`src/rtl/booth_r4_mult_seq_if.sv`:
```
// Operand/product handshake bundle for the sequential radix-4 Booth multiplier.
interface booth_r4_mult_seq_if #(
    parameter int unsigned WIDTH = 8
);
    logic                   in_valid;
    logic                   in_ready;
    logic                   in_sgn;
    logic [WIDTH-1:0]       in_a;
    logic [WIDTH-1:0]       in_b;
    logic                   out_valid;
    logic                   out_ready;
    logic [2*WIDTH-1:0]     out_p;
    logic                   busy;

    // Producer/consumer side: drives operands, accepts products
    modport master (
        output in_valid, in_sgn, in_a, in_b, out_ready,
        input  in_ready, out_valid, out_p, busy
    );

    // Multiplier side
    modport slave (
        input  in_valid, in_sgn, in_a, in_b, out_ready,
        output in_ready, out_valid, out_p, busy
    );
endinterface

```
`src/rtl/booth_r4_mult_seq.sv`:
```
// Sequential radix-4 Booth multiplier: one Booth digit per clock, 2*WIDTH-bit
// product returned over a valid/ready handshake. Signed or unsigned per op.
module booth_r4_mult_seq #(
    parameter int unsigned WIDTH = 8
) (
    input  logic                clk,
    input  logic                rst_n,
    booth_r4_mult_seq_if.slave  bus
);
    // Digit count includes the 2-bit extension that makes unsigned mode exact
    localparam int unsigned NDIG = WIDTH / 2 + 1;
    localparam int unsigned EW   = WIDTH + 2;
    localparam int unsigned AW   = 2 * WIDTH + 2;
    localparam int unsigned PW   = 2 * WIDTH;
    localparam int unsigned CW   = (NDIG > 1) ? $clog2(NDIG) : 1;

    typedef enum logic [1:0] {
        IDLE = 2'd0,
        CALC = 2'd1,
        DONE = 2'd2
    } state_t;

    state_t          r_state;
    logic [AW-1:0]   r_m;        // multiplicand, pre-shifted by 2i for the current digit
    logic [EW:0]     r_b;        // {extended multiplier, b[-1]=0}, shifted down 2 per digit
    logic [AW-1:0]   r_acc;
    logic [CW-1:0]   r_cnt;
    logic [PW-1:0]   r_out_p;
    logic            r_out_valid;
    logic            r_in_ready;
    logic            r_busy;

    logic [EW-1:0]   w_a_ext;
    logic [EW-1:0]   w_b_ext;
    logic [AW-1:0]   w_m2;
    logic [AW-1:0]   w_term;
    logic [AW-1:0]   w_acc_nxt;
    logic            w_accept;
    logic            w_last;

    // Operand extension to WIDTH+2 bits: sign or zero depending on mode
    assign w_a_ext = bus.in_sgn ? {{2{bus.in_a[WIDTH-1]}}, bus.in_a} : {2'b00, bus.in_a};
    assign w_b_ext = bus.in_sgn ? {{2{bus.in_b[WIDTH-1]}}, bus.in_b} : {2'b00, bus.in_b};

    assign w_accept  = bus.in_valid & r_in_ready & (r_state == IDLE);
    assign w_last    = (r_cnt == CW'(NDIG - 1));
    assign w_m2      = {r_m[AW-2:0], 1'b0};
    assign w_acc_nxt = r_acc + w_term;

    // Booth recoding of the current digit window {b[2i+1], b[2i], b[2i-1]}
    always_comb begin
        w_term = '0;
        case (r_b[2:0])
            3'b001, 3'b010: w_term = r_m;
            3'b011:         w_term = w_m2;
            3'b100:         w_term = -w_m2;
            3'b101, 3'b110: w_term = -r_m;
            default:        w_term = '0;
        endcase
    end

    // Control FSM and datapath registers
    always_ff @(posedge clk or negedge rst_n) begin
        if (!rst_n) begin
            r_state     <= IDLE;
            r_m         <= '0;
            r_b         <= '0;
            r_acc       <= '0;
            r_cnt       <= '0;
            r_out_p     <= '0;
            r_out_valid <= 1'b0;
            r_in_ready  <= 1'b1;
            r_busy      <= 1'b0;
        end else begin
            case (r_state)
                IDLE: begin
                    if (w_accept) begin
                        r_m        <= {{WIDTH{w_a_ext[EW-1]}}, w_a_ext};
                        r_b        <= {w_b_ext, 1'b0};
                        r_acc      <= '0;
                        r_cnt      <= '0;
                        r_in_ready <= 1'b0;
                        r_busy     <= 1'b1;
                        r_state    <= CALC;
                    end
                end

                CALC: begin
                    r_acc <= w_acc_nxt;
                    r_m   <= r_m << 2;
                    r_b   <= r_b >> 2;
                    r_cnt <= r_cnt + CW'(1);
                    if (w_last) begin
                        r_out_p     <= w_acc_nxt[PW-1:0];
                        r_out_valid <= 1'b1;
                        r_state     <= DONE;
                    end
                end

                DONE: begin
                    // in_ready only rises after this edge, so no accept here
                    if (bus.out_ready) begin
                        r_out_valid <= 1'b0;
                        r_in_ready  <= 1'b1;
                        r_busy      <= 1'b0;
                        r_state     <= IDLE;
                    end
                end

                default: begin
                    r_out_valid <= 1'b0;
                    r_in_ready  <= 1'b1;
                    r_busy      <= 1'b0;
                    r_state     <= IDLE;
                end
            endcase
        end
    end

    assign bus.in_ready  = r_in_ready;
    assign bus.out_valid = r_out_valid;
    assign bus.out_p     = r_out_p;
    assign bus.busy      = r_busy;

endmodule

```
`src/flat_wrapper.sv`:
```
// flat-port wrapper written by rule: the top's interface ports become plain ports
module booth_r4_mult_seq_flat 
#(
    parameter int unsigned WIDTH = 8
)
  (clk, rst_n, bus_in_valid, bus_in_sgn, bus_in_a, bus_in_b, bus_out_ready, bus_in_ready, bus_out_valid, bus_out_p, bus_busy);
  booth_r4_mult_seq_if #(.WIDTH(WIDTH)) bus_i ();
  input  logic clk;
  input  logic rst_n;
  input wire logic [$bits(bus_i.in_valid)-1:0] bus_in_valid;
  input wire logic [$bits(bus_i.in_sgn)-1:0] bus_in_sgn;
  input wire logic [$bits(bus_i.in_a)-1:0] bus_in_a;
  input wire logic [$bits(bus_i.in_b)-1:0] bus_in_b;
  input wire logic [$bits(bus_i.out_ready)-1:0] bus_out_ready;
  output wire logic [$bits(bus_i.in_ready)-1:0] bus_in_ready;
  output wire logic [$bits(bus_i.out_valid)-1:0] bus_out_valid;
  output wire logic [$bits(bus_i.out_p)-1:0] bus_out_p;
  output wire logic [$bits(bus_i.busy)-1:0] bus_busy;
  assign bus_i.in_valid = bus_in_valid;
  assign bus_i.in_sgn = bus_in_sgn;
  assign bus_i.in_a = bus_in_a;
  assign bus_i.in_b = bus_in_b;
  assign bus_i.out_ready = bus_out_ready;
  assign bus_in_ready = bus_i.in_ready;
  assign bus_out_valid = bus_i.out_valid;
  assign bus_out_p = bus_i.out_p;
  assign bus_busy = bus_i.busy;
  booth_r4_mult_seq #(.WIDTH(WIDTH)) u_core (.clk(clk), .rst_n(rst_n), .bus(bus_i));
endmodule
```
`config.mk`:
```
export PLATFORM = sky130hd
export DESIGN_NAME = booth_r4_mult_seq_flat
export DESIGN_NICKNAME = d
export VERILOG_FILES = /design/src/rtl/booth_r4_mult_seq_if.sv /design/src/rtl/booth_r4_mult_seq.sv /design/src/flat_wrapper.sv
export SDC_FILE = /design/constraint.sdc
export NUM_CORES = 1
export LEC_CHECK = 0
export ABC_AREA = 1
export ABC_CLOCK_PERIOD_IN_PS = 3200
export CAP_MARGIN = 0
export CORE_ASPECT_RATIO = 1.5
export CORE_MARGIN = 2
export CORE_UTILIZATION = 50
export DETAILED_ROUTE_END_ITERATION = 7
export PLACE_DENSITY = 0.69
export RECOVER_POWER = 25
export SLEW_MARGIN = 0
export SYNTH_ARGS = -nofsm -noshare
export SYNTH_HDL_FRONTEND = slang
export SYNTH_SLANG_ARGS = --single-unit
```
`constraint.sdc`:
```
create_clock -name clk -period 3.2 [get_ports clk]
set_input_delay 0.48 -clock clk [delete_from_list [all_inputs] [get_ports clk]]
set_output_delay 0.48 -clock clk [all_outputs]
set_load 0.005 [all_outputs]
```
# After elaboration in Yosys (flattened, before gate mapping)
# Cells that the tools add are included.
# classes
n_addsub	4
eq_ne	12
muxes	23
n_bitwise	4
n_reduce_logical	9
# ops
op	n
$pmux W18 S2	2
$pmux W18 S4	1
$mux W18	2
$neg A18 Y18	2
$pmux W11 S2	1
$mux W10	2
$add A18 B18 Y18	1
$eq A3 B3 Y1 const B	4
$mux W11	1
$pmux W1 S3	3
$reduce_and A3 Y1	3
$eq A3 B2 Y1 const B	2
$mux W2	3
$pmux W2 S3	1
$pmux W3 S2	1
$mux W1	5
$ne A2 B1 Y1 const B	2
$reduce_and A2 Y1	2
$reduce_or A2 Y1	2
$add A3 B1 Y3 const B	1
$eq A3 B1 Y1 const B	1
$mux W3	1
$and A1 B1 Y1	2
$eq A2 B1 Y1 const B	1
other kinds (5)	6
# word_totals
reg_bits	71
inputBits	21
out_inout_bits	19
wordCells	61

# Depth between registers and ports, before layout
# Gate-level depths: netlist (run 1).
# depth
depth_word	5
mapped_depth	22

# Worst setup path before layout (run 1)
# OpenSTA, ideal clock, no wires.
# synth_timing
path_type	reg2reg
start	register u_core.r_m[0]
end	register u_core.r_out_p[9], in the netlist u_core.bus.out_p[9]
arrival_ns	2.733
required_time_ns	3.083
setup_slack_ns	0.349
path_stages_with_launch	20
path_buffers	0
cell_sequence	dfrtp_1 > inv_1 > ha_1 > inv_1 > nor2_1 > nand2_1 > nor2_1 > xor2_1 > nand2_1 > o21ai_0 > a21oi_1 > o21ai_0 > ha_1 > a21oi_1 > inv_1 > or2_2 > o21ai_0 > nand2_1 > nand3_1 > nand2_1
# synth_between
elab_chain_len	3
elab_cells_between_ends	4
# synth_rtl
element	line	source
start: declaration	booth_r4_mult_seq.sv:24	logic [AW-1:0] r_m;
start signal: assignment	booth_r4_mult_seq.sv:78	r_m <= {{WIDTH{w_a_ext[EW-1]}}, w_a_ext};
start signal: assignment	booth_r4_mult_seq.sv:90	r_m <= r_m << 2;
$neg A18 Y18 (on tied branches)	booth_r4_mult_seq.sv:57, booth_r4_mult_seq.sv:56	
$pmux W18 S4 *	booth_r4_mult_seq.sv:53	case (r_b[2:0])
$add A18 B18 Y18 *	booth_r4_mult_seq.sv:48	assign w_acc_nxt = r_acc + w_term;
end signal: assignment	booth_r4_mult_seq.sv:94	r_out_p <= w_acc_nxt[PW-1:0];
end: declaration	booth_r4_mult_seq.sv:28	logic [PW-1:0] r_out_p;
# Mark *: on every way between the ends. The rest lies on a longest branch, timed or not.
# A chain may end at the register's enable or synchronous reset.

# Final worst setup path (run 1)
# layout_timing
start	register u_core.r_m[0]
end	register u_core.r_out_p[10], in the netlist u_core.bus.out_p[10]
# The elaborated chain is that of the path after synthesis.

==> results of run 1 <==
[metrics by stage]
stage	area [um2]	TNS (ns)
3_3_place_gp	4559	0
2_1_floorplan	4026	0
5_1_grt	4964	-0.01065
6_report	4964	0
4_1_cts	4877	0
3_5_place_dp	4559	0
[final timing paths]
check | startpoint | to | slack (ns) | cells after the start
max | u_core.r_m[0] | u_core.bus.out_p[10] | 0.26 | 17
min | u_core.bus.out_p[13] | u_core.bus.out_p[13] | 0.47 | 2
max reg2reg | u_core.r_m[0] | u_core.bus.out_p[10] | 0.26 | 17
min reg2reg | u_core.bus.out_p[13] | u_core.bus.out_p[13] | 0.47 | 2
max in group asynchronous | rst_n | u_core.r_m[3] | 1.18 | 2
min in group asynchronous | rst_n | u_core.bus.out_p[5] | 0.65 | 1
[final cells by class]
cell class              count  area share
clock buffers              15     0.05798
well taps                 105     0.02647
repair buffers             55      0.1008
clock inverters             1    0.006050
flip-flops and latches     66      0.3330
multi-input cells         375      0.4280
inverters                  63     0.04764
[cell usage in the layout, fill, tap and decap left out, drive strengths merged, types with 3 or more instances in the layout]
| cell type | instances |
|---|---|
| a221oi | 6 |
| clkdlybuf4s50 | 38 |
| nand2 | 123 |
| clkbuf | 17 |
| nand3b | 4 |
| xor2 | 13 |
| xnor2 | 6 |
| inv | 63 |
| ha | 18 |
| nor3 | 13 |
| or2 | 4 |
| o22ai | 9 |
| nand4 | 4 |
| o21ai | 49 |
| a31oi | 3 |
| o211ai | 5 |
| nand3 | 36 |
| o221ai | 10 |
| buf | 15 |
| a21oi | 21 |
| nor2 | 39 |
| dfrtp | 65 |
[metal layers]
metal,up-vias,share of wire
met5,-,0
met4,0,0.032
met3,25,0.033
met2,75,0.55
met1,1774,0.39
li1,1856,-
[critical path, cell delays in order (launching register included)]
cell and delay (ns):
dfrtp_1 0.37, inv_2 0.12, ha_2 0.19, buf_4 0.11, nand2_1 0.06, xor2_1 0.14, inv_1 0.07, a221o_1 0.35
ha_1 0.36, nand2_1 0.16, o21ai_2 0.25, nor2_1 0.10, o21ai_2 0.16, nand2_1 0.11, nand2_1 0.07, nand2_1 0.06
nand3_1 0.10, nand2_1 0.06
[logic make-up after synthesis]
| logic type | Yosys count | share of synthesized area |
|---|---|---|
| XOR/XNOR | 19 | 0.04133 |
| flip-flops | 66 | 0.4105 |
| buffers and inverters | 78 | 0.07706 |
| AND/OR/NAND/NOR | 225 | 0.2405 |
| adder cells (fa/ha/maj) | 19 | 0.06091 |
| AO/OA/AOI/OAI | 112 | 0.1697 |
[sequential cells by signal, indices dropped and copies added (netlist names)]
register / flops
u_core.r_state: 2
u_core.bus.out_p: 16
u_core.bus.busy: 1
u_core.r_cnt: 3
u_core.r_m: 16
u_core.r_acc: 16
u_core.bus.in_ready: 1
u_core.r_b: 10
u_core.bus.out_valid: 1
[what timing repair did]
action / CTS / global route
endpoints found under the hold margin: 0 / 0
setup buffers: 0 / 4
endpoints found under the setup margin: 0 / 16
gates resized for setup: 0 / 22
==> flow_summary_export.csv, run 1 <==
group,metric,value,unit
detailed_routing,via_per_inst,5.485,
detailed_routing,vias,3730,
synth,synthTopCellsByCount,"nand2_1, dfrtp_1, inv_1, o21ai_0, nor2_1",
floorplan,fp-row-count,40,
synth,synth-async-reset-ratio,1.000,
synth,synth_area_leaders,"dfrtp_1, nand2_1, o21ai_0, ha_1, inv_1",
cts,clkLatencyLatePin,0.34,ns
finish,nets,610,
sta,slew_headroom,-0.2413,
global_routing,grt_pass1_vias,3825,
floorplan,die_area,8801,um2
setup_path,critPathArrivalTime,3.16,ns
setup_path,worstPathRequired,3.42,ns
placed_design,gp_congestion,1.048,
floorplan,start_util,0.5092,
sta,finalCriticalPeriod,2.937,ns
finish,layout-drive-gt1-share,0.1026,
synth,syn_area_per_cell,7.758,um2
finish,final_cells,680,
synth,synth_warnings,0,
sta,clock_skew,0.007032,ns
global_routing,track_usage,0.2503,
detailed_routing,drtPass1Iterations,4,
detailed_routing,drc,0,
floorplan,die_h,113.9,um
status,status,"complete, but fails checks",
finish,multiInputGateArea,2125,um2
setup_path,start_kind,"flop",
cts,ctsHtreeMaxLevel,3,
hold_path,min_path_type,"reg2reg",
finish,antenna_cells,0,
sta,report.final.setup_viol,0,
detailed_routing,wire_per_inst,14.94,um
global_routing,grt_max_degree,35,
global_routing,globalRouteMet2Util,0.4754,
sta,hold_violations,0,
sta,drv_slew,35,
global_routing,busiest_layer,"met2",
setup_path,end_kind,"flop",
synth,synth_top_area_frac,0.4040,
cts,clk_pin_slew,0.05,ns
cts,cts_tree,"yes",
sta,setup_slack,0.2629,ns
placed_design,io_buffers,39,
sta,fmax,0.3405,GHz
synth,synthCells,519,
sta,rsz0062_at_grt,"true",
finish,area_growth,23.28,%
placed_design,preCtsSetupSlack,0.03776,ns
detailed_routing,drt_iter0_drc,203,
cts,cts-buffers-inserted,9,
global_routing,grt-ovfl-total,0,
setup_path,path_class,"reg2reg",
cts,cts_max_path_buffers,2,
synth,ys.flop_type,"dfrtp_1",
finish,final_util,0.6277,
synth,post-synth-top-count-cell,"nand2_1",
synth,yosysTopAreaCell,"dfrtp_1",
sta,period_share,0.9178,
global_routing,grt_util_met1,0.2600,
global_routing,grt_util_met3,0.04193,
floorplan,io_pins,40,
synth,synth-edff-count,0,
synth,yosysSeqAreaShare,0.4105,
finish,n_fill_cell,760,
flow_run,cap_violations,1,
sta,holdWs,0.4746,ns
synth,postSynthRegisterBits,66,
synth,syn_area,4026,um2
finish,final-seq-area,1653,um2
global_routing,grt_first_pass_wirelength,17.32,mm
floorplan,fp.dieW,77.27,um
global_routing,antenna_found_initial,0,
detailed_routing,routed_wl,10.16,mm
placed_design,dp_hpwl,7.510,mm
cts,hold_buffers,0,
setup_path,path_max_fanout,6,
sta,worst_slew_pin_slew,1.862,ns
detailed_routing,ant_nets,0,
synth,synth.distinct_cells,41,
status,violations,"capacitance limit, slew limit",
cts,root_buffer,"clkbuf_16",
placed_design,dp_cells,660,
synth,syn-num-nets,559,
cts,clkSinkCount,66,
floorplan,core_region_area,7908,um2
Power of run 1 is left out: the tool's default activity adds up to more than one toggle a clock period on the data nets, which glitch-free logic cannot reach.
==> run 2, diff against run 1 <==
--- a/config.mk
+++ b/config.mk
@@ -10,9 +10,10 @@
 export CAP_MARGIN = 0
 export CORE_ASPECT_RATIO = 1.5
 export CORE_MARGIN = 2
-export CORE_UTILIZATION = 50
+export CORE_UTILIZATION = 55
+export CTS_BUF_LIST = sky130_fd_sc_hd__clkbuf_4
 export DETAILED_ROUTE_END_ITERATION = 7
-export PLACE_DENSITY = 0.69
+export PLACE_DENSITY = 0.75
 export RECOVER_POWER = 25
 export SLEW_MARGIN = 0
 export SYNTH_ARGS = -nofsm -noshare
==> run 2 against run 1 <==
Effect of this change: the flow still finishes with violations (capacitance limit, slew limit); global-route usage is 2.1 points higher; flip-flop and latch count stayed put; final area is 4.1% lower; maximum frequency is 1.8% lower; hold slack better by 0.025 ns; largest cell class unchanged; non-clock buffer count is 4 lower; via count is 1.0% higher; count of clock-buffer cells in the layout is 6 lower; critical path type unchanged; highest routed layer unchanged; first-iteration DRC count is 2.0% lower; wire length is 0.47% higher.
==> flow_summary_export.csv, run 2 (same netlist as run 1, synthesis figures left out) <==
group,metric,value,unit
status,status,"complete, but fails checks",
status,violations,"capacitance limit, slew limit",
floorplan,core_region_area,7179,um2
setup_path,reg2reg_depth,21,
cts,clkLatencyLatePin,0.44,ns
detailed_routing,drt_iter0_drc,199,
setup_path,slowest_stage,"dfrtp_1",
finish,final_util,0.6629,
global_routing,antenna_found_initial,0,
setup_path,cp-startpoint,"u_core.r_m[1]",
setup_path,critical_path.cell_chain,"inv_2, ha_2, inv_1, nor2_2, nand2_1, nor2_2, nand4_1, xor2_1, inv_1, nand2_1, nand3b_1, ha_1, inv_1, nor2_1, o21ai_0, nand3b_1, nand2b_1, inv_1, nand2_1, nand3_1, nand2_1",
placed_design,io_buffers,39,
sta,finalCriticalPeriod,2.992,ns
setup_path,critical_path.max_stage_delay,0.39,ns
floorplan,io_pins,40,
finish,final-seq-area,1653,um2
sta,report.final.setup_viol,0,
setup_path,cp-endpoint,"u_core.r_acc[15]",
floorplan,fp-row-count,38,
placed_design,gp_congestion,0.9287,
setup_path,path_max_fanout,6,
setup_path,r2r-start,"u_core.r_m[1]",
placed_design,dp_hpwl,7.355,mm
sta,slew_headroom,-0.6879,
sta,finalSetupTns,0,ns
setup_path,cp.depth,21,
sta,worst_slew_pin_slew,2.532,ns
pwr,powerDensity,1293,nW/um2
detailed_routing,routed_wl,10.21,mm
setup_path,worst-path-buf-inv,5,
global_routing,grt-ovfl-total,0,
sta,period_share,0.9349,
pwr,power_leakage,2.258,nW
detailed_routing,drtPass1Iterations,5,
finish,final_cell_mix,"nand2_1, dfrtp_1, inv_1",
setup_path,end_kind,"flop",
cts,root_buffer,"clkbuf_4",
floorplan,die_h,108.8,um
hold_path,min_path_type,"reg2reg",
sta,drv_slew,49,
detailed_routing,drc,0,
detailed_routing,wire_per_inst,15.21,um
finish,nets,606,
global_routing,grt_first_pass_wirelength,16.78,mm
floorplan,die_area,8035,um2
cts,cts-buffers-inserted,9,
detailed_routing,ant_nets,0,
pwr,ir_drop,745.7,uV
floorplan,fp.dieW,73.86,um
setup_path,path_class,"reg2reg",
detailed_routing,vias,3768,
pwr,total_power,6.153,mW
floorplan,start_util,0.5608,
cts,cts_max_path_buffers,2,
finish,n_fill_cell,623,
global_routing,track_usage,0.2709,
setup_path,critPathArrivalTime,3.33,ns
sta,clock_skew,0.01290,ns
cts,hold_buffers,0,
setup_path,start_kind,"flop",
global_routing,grt_pass1_vias,3672,
hold_path,whs_path_depth,2,
setup_path,worst-r2r-setup-slack,0.21,ns
sta,hold_violations,0,
global_routing,grt_max_degree,49,
detailed_routing,via_per_inst,5.615,
flow_run,cap_violations,1,
finish,multiInputGateArea,2110,um2
cts,cts_tree,"yes",
cts,clk_pin_slew,0.12,ns
finish,area_growth,18.21,%
setup_path,path_delay_family,"simple AND/OR/NAND/NOR gates",
setup_path,worstPathRequired,3.54,ns
cts,ctsHtreeMaxLevel,3,
finish,antenna_cells,0,
finish,final_common_cell,"nand2_1",
cts,clkSinkCount,66,
setup_path,r2r-end,"u_core.r_acc[15]",
finish,layout-drive-gt1-share,0.09107,
sta,fmax,0.3343,GHz
-- run 2: cell types whose count changed in the layout (fill, tap and decap cells not counted), moves of 3 or more --
cell       delta
clkbuf_16     -9
clkbuf_4      +9
clkbuf_8      -4
buf_4         -3
clkbuf_1      -3
inv_1         +3
inv_2         -3
o21ai_0       +3
o21ai_2       -3
-- run 2: how the worst min path moves through the flow --
stage | startpoint | to | slack, ns
2_1_floorplan | rst_n | u_core.bus.busy | 0.18
5_1_grt | u_core.bus.out_p[11] | u_core.bus.out_p[11] | 0.52
3_3_place_gp | u_core.bus.out_p[7] | u_core.bus.out_p[7] | 0.47
6_report | u_core.bus.out_p[11] | u_core.bus.out_p[11] | 0.50
4_1_cts | rst_n | u_core.r_b[9] | 0.24
3_5_place_dp | u_core.bus.out_p[7] | u_core.bus.out_p[7] | 0.46
-- run 2: layout make-up --
class | count | area share
multi-input combinational | 375 | 0.4432
sequential | 66 | 0.3473
timing repair buffer | 51 | 0.09963
inverter | 63 | 0.04968
tap | 100 | 0.02629
clock inverter | 7 | 0.01972
clock buffer | 9 | 0.01420
-- run 2: tightest hold or removal path: cells and delay by family, from the launching register on --
kind / cells / cell delay, ns
flops: 1 / 0.36
compound gates: 1 / 0.06
simple gates: 1 / 0.05
-- run 2: through the flow --
stage	hold WS (ns)	cells	worst slack, ns	area (um2)
floorplan	0.1844	519	0.3495	4026
global placement	0.4654	652	0.2195	4531
detailed placement	0.4648	652	0.1078	4531
CTS	0.2409	668	0.09404	4692
global route	0.5195	671	-0.03065	4760
finish	0.4992	671	0.2083	4760
-- run 2: per-layer routing --
layer	routed length, um	up-vias	GRT usage	share of wire
met5	0	-	0	0
li1	-	1847	-	-
met4	342	0	0.1325	0.034
met1	4353	1778	0.3411	0.43
met2	5081	113	0.4413	0.50
met3	431	30	0.04991	0.042
-- run 2: what timing repair did --
item                                    in CTS  in global routing
setup buffers                                0                  3
gates resized for setup                      0                 13
endpoints found under the setup margin       0                 13
-- run 2: where the power goes --
part	internal (mW)	switching, mW	total, mW	leakage (nW)
registers	1.22	0.261	1.48	0.828
clock network	0.315	0.329	0.644	0.0835
logic	1.57	2.46	4.03	1.35
No activity file was read; power rests on OpenSTA's default activity.
